File: src/rtl/par_pkg.sv
// Shared types and limits for the serial parity feeder and its downstream checker.
package par_pkg;

  typedef enum logic [1:0] {
    StIdle   = 2'd0,
    StShift  = 2'd1,
    StParity = 2'd2,
    StDone   = 2'd3
  } par_ser_state_t;

  localparam int unsigned PAR_WIDTH_MIN = 2;
  localparam int unsigned PAR_WIDTH_MAX = 32;

  // Bit counter width for a WIDTH-bit word; never narrower than one bit.
  function automatic int unsigned par_cnt_width(int unsigned width);
    return (width > 1) ? $clog2(width) : 1;
  endfunction

endpackage

File: src/rtl/par_parity_gen.sv
// Combinational even-parity generator: XOR reduction of a WIDTH-bit word.
module par_parity_gen #(
  parameter int unsigned WIDTH = 8
) (
  input  logic [WIDTH-1:0] word,
  output logic             parity
);

  assign parity = ^word;

endmodule

File: src/rtl/par_serializer.sv
// Parallel-to-serial feeder, LSB first, registered outputs.
// Define PAR_SERIALIZER_PARITY_BIT_EN to append an even-parity bit after each word.
module par_serializer
  import par_pkg::*;
#(
  parameter int unsigned WIDTH = 8
) (
  input  logic             clk,
  input  logic             rst,
  input  logic             load,
  input  logic [WIDTH-1:0] data,
  output logic             ready,
  output logic             out,
  output logic             busy,
  output logic             done
);

  localparam int unsigned    CntW    = par_cnt_width(WIDTH);
  localparam logic [CntW-1:0] CntLast = CntW'(WIDTH - 1);

  par_ser_state_t   state_q, state_d;
  logic [WIDTH-1:0] shreg_q, shreg_d;
  logic [CntW-1:0]  cnt_q, cnt_d;
  logic             out_q, out_d;
  logic             busy_q, busy_d;
  logic             done_q, done_d;
  logic             ready_q, ready_d;
  logic             frame_last;

  assign frame_last = (cnt_q == CntLast);

`ifdef PAR_SERIALIZER_PARITY_BIT_EN
  logic parity_q, parity_d;
  logic data_parity;

  par_parity_gen #(
    .WIDTH(WIDTH)
  ) u_parity_gen (
    .word  (data),
    .parity(data_parity)
  );

  always_ff @(posedge clk or negedge rst) begin
    if (!rst) begin
      parity_q <= 1'b0;
    end else begin
      parity_q <= parity_d;
    end
  end
`endif

  // State and datapath registers.
  always_ff @(posedge clk or negedge rst) begin
    if (!rst) begin
      state_q <= StIdle;
      shreg_q <= '0;
      cnt_q   <= '0;
      out_q   <= 1'b0;
      busy_q  <= 1'b0;
      done_q  <= 1'b0;
      ready_q <= 1'b1;
    end else begin
      state_q <= state_d;
      shreg_q <= shreg_d;
      cnt_q   <= cnt_d;
      out_q   <= out_d;
      busy_q  <= busy_d;
      done_q  <= done_d;
      ready_q <= ready_d;
    end
  end

  // Next-state and datapath update.
  always_comb begin
    state_d = state_q;
    shreg_d = shreg_q;
    cnt_d   = cnt_q;
`ifdef PAR_SERIALIZER_PARITY_BIT_EN
    parity_d = parity_q;
`endif
    unique case (state_q)
      StIdle: begin
        if (load) begin
          state_d = StShift;
          shreg_d = data;
          cnt_d   = '0;
`ifdef PAR_SERIALIZER_PARITY_BIT_EN
          parity_d = data_parity;
`endif
        end
      end
      StShift: begin
        shreg_d = shreg_q >> 1;
        if (frame_last) begin
`ifdef PAR_SERIALIZER_PARITY_BIT_EN
          state_d = StParity;
`else
          state_d = StDone;
`endif
        end else begin
          cnt_d = cnt_q + 1'b1;
        end
      end
      StParity: state_d = StDone;
      StDone:   state_d = StIdle;
      default:  state_d = StIdle;
    endcase
  end

  // Outputs are decoded from the next state so they land in the register
  // aligned with the state they describe.
  always_comb begin
    out_d   = 1'b0;
    busy_d  = 1'b0;
    done_d  = 1'b0;
    ready_d = 1'b0;
    unique case (state_d)
      StIdle: ready_d = 1'b1;
      StShift: begin
        out_d  = shreg_d[0];
        busy_d = 1'b1;
      end
      StParity: begin
`ifdef PAR_SERIALIZER_PARITY_BIT_EN
        out_d = parity_d;
`else
        out_d = 1'b0;
`endif
        busy_d = 1'b1;
      end
      StDone:  done_d = 1'b1;
      default: ready_d = 1'b0;
    endcase
  end

  assign out   = out_q;
  assign busy  = busy_q;
  assign done  = done_q;
  assign ready = ready_q;

endmodule

File: config.mk
export PLATFORM = sky130hd
export DESIGN_NAME = par_serializer
export DESIGN_NICKNAME = d
export VERILOG_FILES = /design/src/rtl/par_pkg.sv /design/src/rtl/par_parity_gen.sv /design/src/rtl/par_serializer.sv
export SDC_FILE = /design/constraint.sdc
export NUM_CORES = 1
export LEC_CHECK = 0
export CAP_MARGIN = 20
export CORE_MARGIN = 1
export CORE_UTILIZATION = 56
export CTS_CLUSTER_DIAMETER = 200
export DETAILED_ROUTE_END_ITERATION = 10
export GPL_TIMING_DRIVEN = 0
export HOLD_SLACK_MARGIN = 0.1
export PLACE_DENSITY_LB_ADDON = 0.05
export SKIP_CTS_REPAIR_TIMING = 1
export SLEW_MARGIN = 15
export SYNTH_ARGS = -nofsm -noshare
export SYNTH_HDL_FRONTEND = slang
export SYNTH_SLANG_ARGS = --single-unit
File: constraint.sdc
create_clock -name clk -period 4.6 [get_ports clk]
set_input_delay 0.46 -clock clk [delete_from_list [all_inputs] [get_ports clk]]
set_output_delay 0.46 -clock clk [all_outputs]
set_load 0.02 [all_outputs]
==> parameters.txt <==
Parameter                              Value

Setup path
  Endpoint kind of the worst setup timing path    flop
  CP startpoint kind    flop
  Worst Reg-to-Reg Cells    6
  Largest delay share family, worst path    adder cells
  Classification of the worst setup path    reg2reg
  Crit path buf inv count    3
  Max incr delay on CP    0.39 ns
  Slowest stage cell, crit path    dfrtp_1
  Worst reg2reg startpoint    state_q[0]$_DFF_PN0_
  Critical path origin    state_q[0]$_DFF_PN0_
  Cell depth of the worst setup path    6
  Endpoint of the worst register-to-register path    busy$_DFF_PN0_
  Register-to-Register Setup Slack    2.66 ns
  Crit path cell chain    inv_1 > ha_1 > buf_2 > buf_2 > a221oi_1 > ha_1
  Endpoint required time on the critical path    4.78 ns
  Max Fanout on Critical Path    10
  Endpoint arrival time on the critical path    2.12 ns

CTS
  TritonCTS clock tree    done
  TritonCTS buffer count    3
  Max H-tree Level    1
  Clock transition at the register clock pins on the worst setup and hold paths after CTS    0.09 ns
  Clock Path Buffers    2
  Num Clock Sinks    17
  Clock insertion delay at the later pin of the skew report    0.29 ns
  Cell at the root of the clock tree    clkbuf_4

Floorplan
  Total Die Area    2003 um2
  Number of cell rows    15
  Die outline height    44.75 um
  Area inside the core boundary    1727 um2
  Starting density of the core    0.5928
  I/O pin total    15
  Die width    44.75 um

Hold path
  Worst Hold End    cnt_q[2]$_DFFE_PN0P_
  Count of cells along the worst hold path    2
  Startpoint of the most critical hold path    cnt_q[2]$_DFFE_PN0P_
  Tightest Hold Check Type    reg2reg

Synth
  Number of warnings printed during yosys synthesis    0
  Dominant register cell in the synthesized netlist    dfrtp_1
  Most numerous cell in the Yosys netlist    dfrtp_1
  Top cells by instance count after synthesis    16 x dfrtp_1, 10 x nor2_1, 7 x a221o_1, 7 x mux2i_1, 6 x ha_1
  Synthesized net count    105
  Syn Std Cell Area    1023 um2
  Area share of the leading cell type in the synthesized netlist    0.3912
  Part of the Yosys area used for sequential elements    0.4169
  Average cell area after synthesis    11.63 um2
  Most area-consuming cells after synthesis    dfrtp_1 39%, ha_1 7.3%, mux2_4 7.3%
  Post-synth top area cell    dfrtp_1
  EDFF count, synth    0
  Fraction of synthesis flops using an asynchronous set or reset pin    1.000
  Syn Inst Count    88
  Flop and latch count out of synthesis    17
  Distinct cell type count after synthesis    31

Placed design
  DP Cell Count    127
  Routability cong.    0.8192
  Detailed Place HPWL    1460 um
  PortBufs    14

Detailed routing
  Post-route DRC    0
  Remaining number of nets flagged by the antenna check after routing    0
  Count of routing violations after the opening detailed-route iteration    21
  Final WL    2040 um
  Drt pass-1 iters    4
  Average routed wire per standard cell    15.57 um
  Vias per cell    5.832
  Total number of vias    764

STA
  Endpoints failing hold    0
  Relative slew slack    0.4808
  Final period demand of the worst path    1.941 ns
  Share of the clock period used by the worst path after layout    0.4221
  Final setup violating endpoints    0
  Max Transition Viols Final    0
  Highest Clock Rate    515.1 MHz
  Worst Max-Slew Pin Slew    0.7764 ns
  Post-route setup TNS    0 ns
  Post-Route Skew    0.002456 ns
  Unrepaired setup endpoints after global routing    false

Layout
  Finished Layout Cells    131
  Antenna cells    0
  Number of nets in the final layout    124
  Syn-to-layout area delta    19.32%
  Layout cells sized above 1    0.1887
  Number of fillers in the final layout    145
  Register Area    426.7 um2
  Area used by multi-input combinational logic    553.0 um2

GRT
  Gr ovfl total    0
  Largest net degree at the start of global routing    18
  Wire length of the first global-routing pass    3263 um
  Overall routing resource usage    0.2279
  Initial antenna violation count    0
  Vias in the first global route    739

Pwr
  Power per cell area    716.1 nW/um2
  Leakage    0.0005652 uW
  VDD IR max    423.1 uV

Run
  Max-cap check violation count    0

Status
  Result of the run    complete, no violations
stage by stage:
step           hold WS [ns]    util  cell area (um2)  setup slack, ns  power, uW
4_1_cts              0.5676  0.7072             1221            2.692      882.8
2_1_floorplan        0.1644       -             1023            2.958      667.5
3_3_place_gp         0.5292  0.6920             1195            2.613      771.7
5_1_grt              0.5976  0.7072             1221            2.603      942.0
3_5_place_dp         0.5449  0.6920             1195            2.570      796.4
6_report             0.5591  0.7072             1221            2.659      874.4
metal layers:
| layer | GRT usage | share of wire |
|---|---|---|
| met1 | 0.3083 | 0.47 |
| met2 | 0.3588 | 0.48 |
| met3 | 0.04400 | 0.037 |
| met4 | 0.09697 | 0.0083 |
| met5 | 0 | 0 |
cells in the final DEF (no fill, tap or decap), types with 3 or more instances in the layout:
master            n
clkdlybuf4s50_1  14
dfrtp_1          16
mux2i_1           7
mux2_4            5
a21oi_1           3
mux2_2            3
a221o_1           7
clkbuf_4          3
inv_1             3
nor2_1           10
ha_1              6
report_power, final:
group	internal [uW]	switching, uW	leakage (uW)
clock	33.8	46.7	0.0000150
combinational	258	253	0.000346
sequential	228	54.9	0.000205
total	520	355	0.000565
state kept, by name, summed over array words and instances, names as in the netlist:
register / count
busy: 1
cnt_q: 3
done: 1
out: 1
ready: 1
shreg_q: 8
state_q: 2
worst max-delay path by stage:
stage                                        end  slack [ns]
after CTS                         busy$_DFF_PN0_        2.69
after global routing              busy$_DFF_PN0_        2.60
after detailed placement  shreg_q[2]$_DFFE_PN0P_        2.57
after global placement    shreg_q[5]$_DFFE_PN0P_        2.61
after floorplan                   busy$_DFF_PN0_        2.96
final                             busy$_DFF_PN0_        2.66
final cells by class:
cell class / count / area share
plain buffers: 5 / 0.02664
well taps: 25 / 0.02561
clock buffers: 4 / 0.02152
inverters: 3 / 0.009221
flip-flops and latches: 17 / 0.3494
repair buffers: 14 / 0.1148
multi-input cells: 63 / 0.4529
cells by family (layout without fill, tap and decap cells):
logic type	after synthesis	in the layout	share of synthesized area
AO/OA/AOI/OAI	20	20	0.1638
buffers and inverters	8	26	0.04279
adder cells (fa/ha/maj)	6	6	0.07335
flip-flops	17	17	0.4169
AND/OR/NAND/NOR	22	22	0.1284
multiplexers	15	15	0.1748
worst register-to-register path, stage by stage, from the launching register on:
cell	delay, ns
dfrtp_1	0.39
inv_1	0.09
ha_1	0.26
buf_2	0.21
buf_2	0.21
a221oi_1	0.37
ha_1	0.30
Note: power is estimated with default switching activity, not from simulation.
